### src/rtl/spi_slave_if_if.sv
// ---------------------------------------------------------------------------
// spi_slave_if_if
// Purpose : groups the SPI pin signals and the RAM-side command/read-back
//           signals of the SPI slave front end into one bundle.
// Signals : SS_n     - slave select, active low (master -> slave)
//           MOSI     - serial data in, MSB first (master -> slave)
//           MISO     - serial data out, MSB first (slave -> master)
//           rx_data  - assembled command word towards the RAM (slave out)
//           rx_valid - one-cycle strobe qualifying rx_data (slave out)
//           tx_data  - read-back byte from the RAM (slave in)
//           tx_valid - tx_data valid level (slave in)
// Modports: slave  - view used by spi_slave_if
//           master - view used by whatever drives the pins and the RAM side
// ---------------------------------------------------------------------------
interface spi_slave_if_if #(
  parameter int RX_WIDTH = 10,
  parameter int TX_WIDTH = 8
);

  logic                SS_n;
  logic                MOSI;
  logic                MISO;
  logic [RX_WIDTH-1:0] rx_data;
  logic                rx_valid;
  logic [TX_WIDTH-1:0] tx_data;
  logic                tx_valid;

  modport slave (
    input  SS_n, MOSI, tx_data, tx_valid,
    output MISO, rx_data, rx_valid
  );

  modport master (
    output SS_n, MOSI, tx_data, tx_valid,
    input  MISO, rx_data, rx_valid
  );

endinterface

### src/rtl/spi_slave_if.sv
// ---------------------------------------------------------------------------
// spi_slave_if
// Purpose : SPI slave front end in front of the single-port RAM. A frame is
//           the interval during which SS_n is low. The first MOSI bit of a
//           frame is a command bit that picks the frame type, the next
//           RX_WIDTH bits are assembled MSB first into rx_data and flagged
//           with a one-cycle rx_valid. In a read-data frame the byte offered
//           on tx_data (qualified by tx_valid) is shifted out on MISO, MSB
//           first. The SPI clock is the system clock, single domain.
// Ports   : clk - system/SPI clock, rising edge
//           rst - asynchronous active-high reset
//           bus - spi_slave_if_if.slave (SS_n, MOSI, MISO, rx_data,
//                 rx_valid, tx_data, tx_valid)
// ---------------------------------------------------------------------------
module spi_slave_if #(
  parameter int RX_WIDTH = 10,
  parameter int TX_WIDTH = 8
) (
  input  logic           clk,
  input  logic           rst,
  spi_slave_if_if.slave  bus
);

  localparam int RX_CNT_W = $clog2(RX_WIDTH);
  localparam int TX_CNT_W = $clog2(TX_WIDTH + 1);
  localparam logic [RX_CNT_W-1:0] RX_LAST = RX_CNT_W'(RX_WIDTH - 1);
  localparam logic [TX_CNT_W-1:0] TX_LAST = TX_CNT_W'(TX_WIDTH);

  typedef enum logic [2:0] {
    IDLE,
    CHK_CMD,
    WRITE,
    READ_ADD,
    READ_DATA
  } state_t;

  state_t                r_state;
  state_t                w_nextState;

  logic [RX_WIDTH-2:0]   r_rxShift;
  logic [RX_CNT_W-1:0]   r_bitCnt;
  logic                  r_rxDone;
  logic [RX_WIDTH-1:0]   r_rxData;
  logic                  r_rxValid;
  logic                  r_rdAddrSeen;

  logic [TX_WIDTH-1:0]   r_txShift;
  logic [TX_CNT_W-1:0]   r_txCnt;
  logic                  r_txActive;
  logic                  r_txDone;
  logic                  r_miso;

  logic                  w_clear;
  logic                  w_shiftEn;
  logic                  w_rxComplete;
  logic                  w_txLoad;
  logic                  w_txStep;

  // The state register only tracks which kind of frame we are in; all the
  // bit-level bookkeeping lives in the datapath block further down.
  always_ff @(posedge clk or posedge rst) begin
    if (rst) begin
      r_state <= IDLE;
    end else begin
      r_state <= w_nextState;
    end
  end

  // Next-state and control strobes. SS_n going high wins over everything in
  // a frame: it throws the frame away and clears the per-frame counters.
  // Inside a frame the receive phase comes first; only once the command word
  // is complete does a read-data frame start looking at tx_valid, and once a
  // byte has gone out (r_txDone) further tx_valid is ignored until SS_n rises.
  always_comb begin
    w_nextState  = r_state;
    w_clear      = 1'b0;
    w_shiftEn    = 1'b0;
    w_rxComplete = 1'b0;
    w_txLoad     = 1'b0;
    w_txStep     = 1'b0;

    case (r_state)
      IDLE: begin
        w_clear = 1'b1;
        if (!bus.SS_n) begin
          w_nextState = CHK_CMD;
          w_clear     = 1'b0;
        end
      end

      CHK_CMD: begin
        if (bus.SS_n) begin
          w_nextState = IDLE;
          w_clear     = 1'b1;
        end else if (!bus.MOSI) begin
          w_nextState = WRITE;
        end else if (!r_rdAddrSeen) begin
          w_nextState = READ_ADD;
        end else begin
          w_nextState = READ_DATA;
        end
      end

      WRITE, READ_ADD, READ_DATA: begin
        if (bus.SS_n) begin
          w_nextState = IDLE;
          w_clear     = 1'b1;
        end else if (!r_rxDone) begin
          w_shiftEn = 1'b1;
          if (r_bitCnt == RX_LAST) begin
            w_rxComplete = 1'b1;
          end
        end else if (r_state == READ_DATA) begin
          if (r_txActive) begin
            w_txStep = 1'b1;
          end else if (!r_txDone && bus.tx_valid) begin
            w_txLoad = 1'b1;
          end
        end
      end

      default: begin
        w_nextState = IDLE;
        w_clear     = 1'b1;
      end
    endcase
  end

  // Datapath. The last command bit is taken straight from MOSI into rx_data
  // so rx_valid is high in the cycle right after that bit was sampled.
  // MISO is registered: the load edge already puts the MSB on the pin, so
  // the byte occupies the TX_WIDTH cycles following the tx_valid edge, and
  // the edge that ends the last bit returns MISO to 0 and retires the
  // pending read address. An aborted shift leaves r_rdAddrSeen alone, so the
  // master can simply retry the read-data frame.
  always_ff @(posedge clk or posedge rst) begin
    if (rst) begin
      r_rxShift    <= '0;
      r_bitCnt     <= '0;
      r_rxDone     <= 1'b0;
      r_rxData     <= '0;
      r_rxValid    <= 1'b0;
      r_rdAddrSeen <= 1'b0;
      r_txShift    <= '0;
      r_txCnt      <= '0;
      r_txActive   <= 1'b0;
      r_txDone     <= 1'b0;
      r_miso       <= 1'b0;
    end else begin
      r_rxValid <= 1'b0;

      if (w_clear) begin
        r_bitCnt   <= '0;
        r_rxDone   <= 1'b0;
        r_txCnt    <= '0;
        r_txActive <= 1'b0;
        r_txDone   <= 1'b0;
        r_miso     <= 1'b0;
      end else begin
        if (w_shiftEn) begin
          r_rxShift <= {r_rxShift[RX_WIDTH-3:0], bus.MOSI};
          r_bitCnt  <= r_bitCnt + 1'b1;
        end

        if (w_rxComplete) begin
          r_rxData  <= {r_rxShift, bus.MOSI};
          r_rxValid <= 1'b1;
          r_rxDone  <= 1'b1;
          if (r_state == READ_ADD) begin
            r_rdAddrSeen <= 1'b1;
          end
        end

        if (w_txLoad) begin
          r_miso     <= bus.tx_data[TX_WIDTH-1];
          r_txShift  <= {bus.tx_data[TX_WIDTH-2:0], 1'b0};
          r_txCnt    <= TX_CNT_W'(1);
          r_txActive <= 1'b1;
        end

        if (w_txStep) begin
          if (r_txCnt == TX_LAST) begin
            r_miso       <= 1'b0;
            r_txActive   <= 1'b0;
            r_txDone     <= 1'b1;
            r_rdAddrSeen <= 1'b0;
          end else begin
            r_miso    <= r_txShift[TX_WIDTH-1];
            r_txShift <= {r_txShift[TX_WIDTH-2:0], 1'b0};
            r_txCnt   <= r_txCnt + 1'b1;
          end
        end
      end
    end
  end

  assign bus.MISO     = r_miso;
  assign bus.rx_data  = r_rxData;
  assign bus.rx_valid = r_rxValid;

endmodule
### src/flat_wrapper.sv
// flat-port wrapper written by rule: the top's interface ports become plain ports
module spi_slave_if_flat 
#(
  parameter int RX_WIDTH = 10,
  parameter int TX_WIDTH = 8
)
  (clk, rst, bus_SS_n, bus_MOSI, bus_tx_data, bus_tx_valid, bus_MISO, bus_rx_data, bus_rx_valid);
  spi_slave_if_if #(.RX_WIDTH(RX_WIDTH), .TX_WIDTH(TX_WIDTH)) bus_i ();
  input  logic clk;
  input  logic rst;
  input wire logic [$bits(bus_i.SS_n)-1:0] bus_SS_n;
  input wire logic [$bits(bus_i.MOSI)-1:0] bus_MOSI;
  input wire logic [$bits(bus_i.tx_data)-1:0] bus_tx_data;
  input wire logic [$bits(bus_i.tx_valid)-1:0] bus_tx_valid;
  output wire logic [$bits(bus_i.MISO)-1:0] bus_MISO;
  output wire logic [$bits(bus_i.rx_data)-1:0] bus_rx_data;
  output wire logic [$bits(bus_i.rx_valid)-1:0] bus_rx_valid;
  assign bus_i.SS_n = bus_SS_n;
  assign bus_i.MOSI = bus_MOSI;
  assign bus_i.tx_data = bus_tx_data;
  assign bus_i.tx_valid = bus_tx_valid;
  assign bus_MISO = bus_i.MISO;
  assign bus_rx_data = bus_i.rx_data;
  assign bus_rx_valid = bus_i.rx_valid;
  spi_slave_if #(.RX_WIDTH(RX_WIDTH), .TX_WIDTH(TX_WIDTH)) u_core (.clk(clk), .rst(rst), .bus(bus_i));
endmodule
### config.mk
export PLATFORM = sky130hd
export DESIGN_NAME = spi_slave_if_flat
export DESIGN_NICKNAME = d
export VERILOG_FILES = /design/src/rtl/spi_slave_if_if.sv /design/src/rtl/spi_slave_if.sv /design/src/flat_wrapper.sv
export SDC_FILE = /design/constraint.sdc
export NUM_CORES = 1
export LEC_CHECK = 0
export CAP_MARGIN = 10
export CORE_MARGIN = 1.5
export CORE_UTILIZATION = 40
export DETAILED_ROUTE_END_ITERATION = 8
export HOLD_SLACK_MARGIN = 0.08
export PLACE_DENSITY_LB_ADDON = 0.1
export SYNTH_ARGS = -nofsm -noshare
export SYNTH_HDL_FRONTEND = slang
export SYNTH_SLANG_ARGS = --single-unit
### constraint.sdc
create_clock -name clk -period 1.6 [get_ports clk]
set_input_delay 0.32 -clock clk [delete_from_list [all_inputs] [get_ports clk]]
set_output_delay 0.32 -clock clk [all_outputs]
set_load 0.01 [all_outputs]
==> impl_results.md <==
* Status: finished, violations left
* Failing checks: setup timing
* Crit-path max cell delay at 0.46 ns
* Drt first-iter violations at 101
* Post-synth top flop: dfrtp_1
* DRC viols at 0
* Post-synth EDFFs at 0
* Clock Skews at 0.00544 ns
* CP max FO at 13
* Wire length per cell at 14.6 µm
* Final WL at 4.15 mm
* Fillers at 384
* Sink Count at 44
* Async set-reset flop share out of synthesis at 100%
* Routability cong. at 0.878
* Tcrit/Tclk final at 113%
* Die span in x at 73.2 µm
* Fin. Hold Viols at 0
* Worst Tran Pin Value at 0.443 ns
* Synth Area per Inst at 12.0 µm²
* CTS clk-pin slew, worst paths at 0.08 ns
* PortBufs at 24
* Initial Util at 41.8%
* Synth Instances at 165
* CP Launch Type: flop
* Clock Path Buffers at 2
* RSZ-0062 raised after global routing: true
* Die height at 73.2 µm
* Required time of the critical path at 1.79 ns
* WP data arrival at 2.00 ns
* Layout cell share with drive strength beyond 1 at 33.0%
* DR vias at 1471
* Worst slew margin at 70.5%
* Final worst path period need at 1.81 ns
* # hold bufs at CTS at 0
* Setup-failing EPs final at 20
* Root buf cell: clkbuf_8
* Final WS setup at -0.206 ns
* Slowest CP cell: or4bb_1
* Crit path kind: reg2reg
* Worst hold path class: in2async
* Synthesis-to-layout area growth at 39.7%
* Skew-Pair Late Insertion Delay at 0.30 ns
* Seq/Total Area, Yosys at 55.8%
* Pwr Density at 1040 nW/µm²
* R2r setup slk at -0.21 ns
* CTS H-tree depth at 2
* First-pass GRT wire length at 7.05 mm
* Ant. Diodes at 0
* Static Leak at 1.26 nW
* Count of pins over their slew limit at 0
* Reg-to-Reg Start: u_core.r_bitCnt[1]$_DFFE_PP0P_
* Detailed placer's ending HPWL at 2.83 mm
* Syn. warnings at 0
* Clock buffer count from CTS at 5
* Die Footprint at 5360 µm²
* Post-DRT Antenna Nets at 0
* Crit. End Element: flop
* Max-cap violations at 0
* Syn Nets at 182
* Yosys cell types at 39
* Peak supply drop at 0.825 mV
* Largest net degree at the start of global routing at 45
* Core area at 4720 µm²
* Row count at 25
* Vias in the first global route at 1491
* Setup_tns at -3.53 ns
* Nets at 234
* CTS tree: built
* DRT Pass-1 Iters at 4
* Post-Syn Area at 1970 µm²
* Worst-path cell chain: inv_1 -> ha_1 -> or4bb_1 -> a21oi_4 -> buf_12 -> mux2_2
* Gr usage total at 17.4%
* GRT overflow at 0
* Worst setup path startpoint: u_core.r_bitCnt[1]$_DFFE_PP0P_
* Fmax at 554 MHz
* Yosys reg bits at 44
* Initial antenna violation count at 0
* Avg Vias per Cell at 5.16
* I/O Pins at 25
* Pwr Total at 2.85 mW
## sequential cells by signal (all words and copies together) (netlist names)
name and flops:
u_core.r_bitCnt 4, u_core.bus.rx_data 10, u_core.r_txDone 1, u_core.r_txShift 8
u_core.r_rdAddrSeen 1, u_core.r_state 3, u_core.bus.rx_valid 1, u_core.r_txCnt 4
u_core.r_rxShift 9, u_core.r_txActive 1, u_core.r_rxDone 1, u_core.bus.MISO 1
## routing by layer
layer	wire, µm	GRT usage (%)
met2	1890	25.7
met4	70	7.76
met3	155	4.28
met1	2040	24.1
met5	0	0
## per-stage QoR
stage,utilization [%],hold WS [ns],area [µm²],std cells,setup slack (ns)
floorplan,-,0.460,1980,165,-0.167
global placement,53.2,0.487,2510,276,-0.426
detailed placement,53.2,0.495,2510,276,-0.469
CTS,57.4,0.392,2710,285,-0.226
global route,58.4,0.411,2760,285,-0.249
finish,58.4,0.385,2760,285,-0.206
## cells in the mapped netlist, drive strengths merged, types with 2 or more instances
| cell | n | area share [%] |
|---|---|---|
| a31oi | 2 | 0.63 |
| a211oi | 2 | 1.0 |
| and3 | 2 | 0.63 |
| clkbuf | 3 | 0.63 |
| nor2b | 3 | 0.95 |
| a21o | 2 | 0.89 |
| xnor2 | 2 | 0.89 |
| or2 | 2 | 0.63 |
| o21ai | 3 | 0.76 |
| a21oi | 12 | 4.2 |
| inv | 7 | 1.3 |
| ha | 4 | 2.5 |
| nand2 | 10 | 1.9 |
| nand3 | 5 | 1.3 |
| nor2 | 9 | 1.7 |
| a2bb2oi | 7 | 3.1 |
| buf | 2 | 0.76 |
| dfrtp | 44 | 56 |
| mux2 | 19 | 11 |
| nor3 | 2 | 0.51 |
| o22ai | 8 | 2.5 |
| nand2b | 2 | 0.63 |
## cells by family (layout without fill, tap and decap cells)
| group | Yosys count | count (layout) | share of synthesized area (%) |
|---|---|---|---|
| simple gates | 42 | 42 | 11.5 |
| fa+ha+maj | 4 | 4 | 2.54 |
| mux | 20 | 20 | 11.4 |
| compound gates | 41 | 41 | 15.2 |
| buf+inv | 12 | 65 | 2.73 |
| xor+xnor | 2 | 2 | 0.888 |
| flops | 44 | 44 | 55.8 |
## where the power goes
group / internal [mW] / switching, mW / total, mW
clock network: 0.781 / 0.387 / 1.17
logic: 0.243 / 0.131 / 0.374
registers: 1.23 / 0.0847 / 1.31
total: 2.25 / 0.603 / 2.85
## cell usage in the layout (no fill, tap or decap), types with 4 or more instances in the layout
master | netlist | routed
buf_12 | 0 | 4
mux2_4 | 0 | 9
o22ai_1 | 8 | 8
inv_1 | 7 | 7
mux2_2 | 19 | 10
nor2_1 | 9 | 8
a21oi_1 | 10 | 8
buf_4 | 0 | 20
clkdlybuf4s50_1 | 0 | 24
dfrtp_1 | 44 | 44
ha_1 | 4 | 4
nand3_1 | 5 | 4
nand2_1 | 10 | 7
a2bb2oi_1 | 7 | 7
clkbuf_8 | 0 | 5
## critical path, delay by kind of cell (launching register included)
kind | cells | cell delay (ns)
fa+ha+maj | 1 | 0.15
buf+inv | 2 | 0.21
simple gates | 1 | 0.46
compound gates | 1 | 0.16
mux | 1 | 0.34
flops | 1 | 0.38
## cell type report
| class | count | area [µm²] | share of cell area [%] |
|---|---|---|---|
| multi-input cells | 109 | 893 | 32.4 |
| clock inverters | 3 | 90.1 | 3.27 |
| well taps | 67 | 83.8 | 3.04 |
| inverters | 7 | 26.3 | 0.953 |
| clock buffers | 5 | 68.8 | 2.50 |
| repair buffers | 50 | 493 | 17.9 |
| flip-flops and latches | 44 | 1100 | 39.9 |
## path summary, 6_finish.rpt
path	endpoint	cells after the start
hold / removal	u_core.bus.rx_data[3]$_DFFE_PP0P_	3
max in group asynchronous	u_core.r_txShift[7]$_DFFE_PP0P_	3
setup reg to reg	u_core.bus.rx_data[1]$_DFFE_PP0P_	6
hold reg to reg	u_core.r_txShift[0]$_DFFE_PP0P_	1
setup / recovery	u_core.bus.rx_data[1]$_DFFE_PP0P_	6
min in group clk	u_core.r_txShift[0]$_DFFE_PP0P_	1
## repair_timing
item	4_1_cts	5_1_grt
pin swaps	0	3
endpoints found under the setup margin	21	35
gates resized for setup	8	12
buffers inserted	1	1
gates cloned	0	0
hold endpoints to repair	0	0
Note: power is estimated with default switching activity, not from simulation.
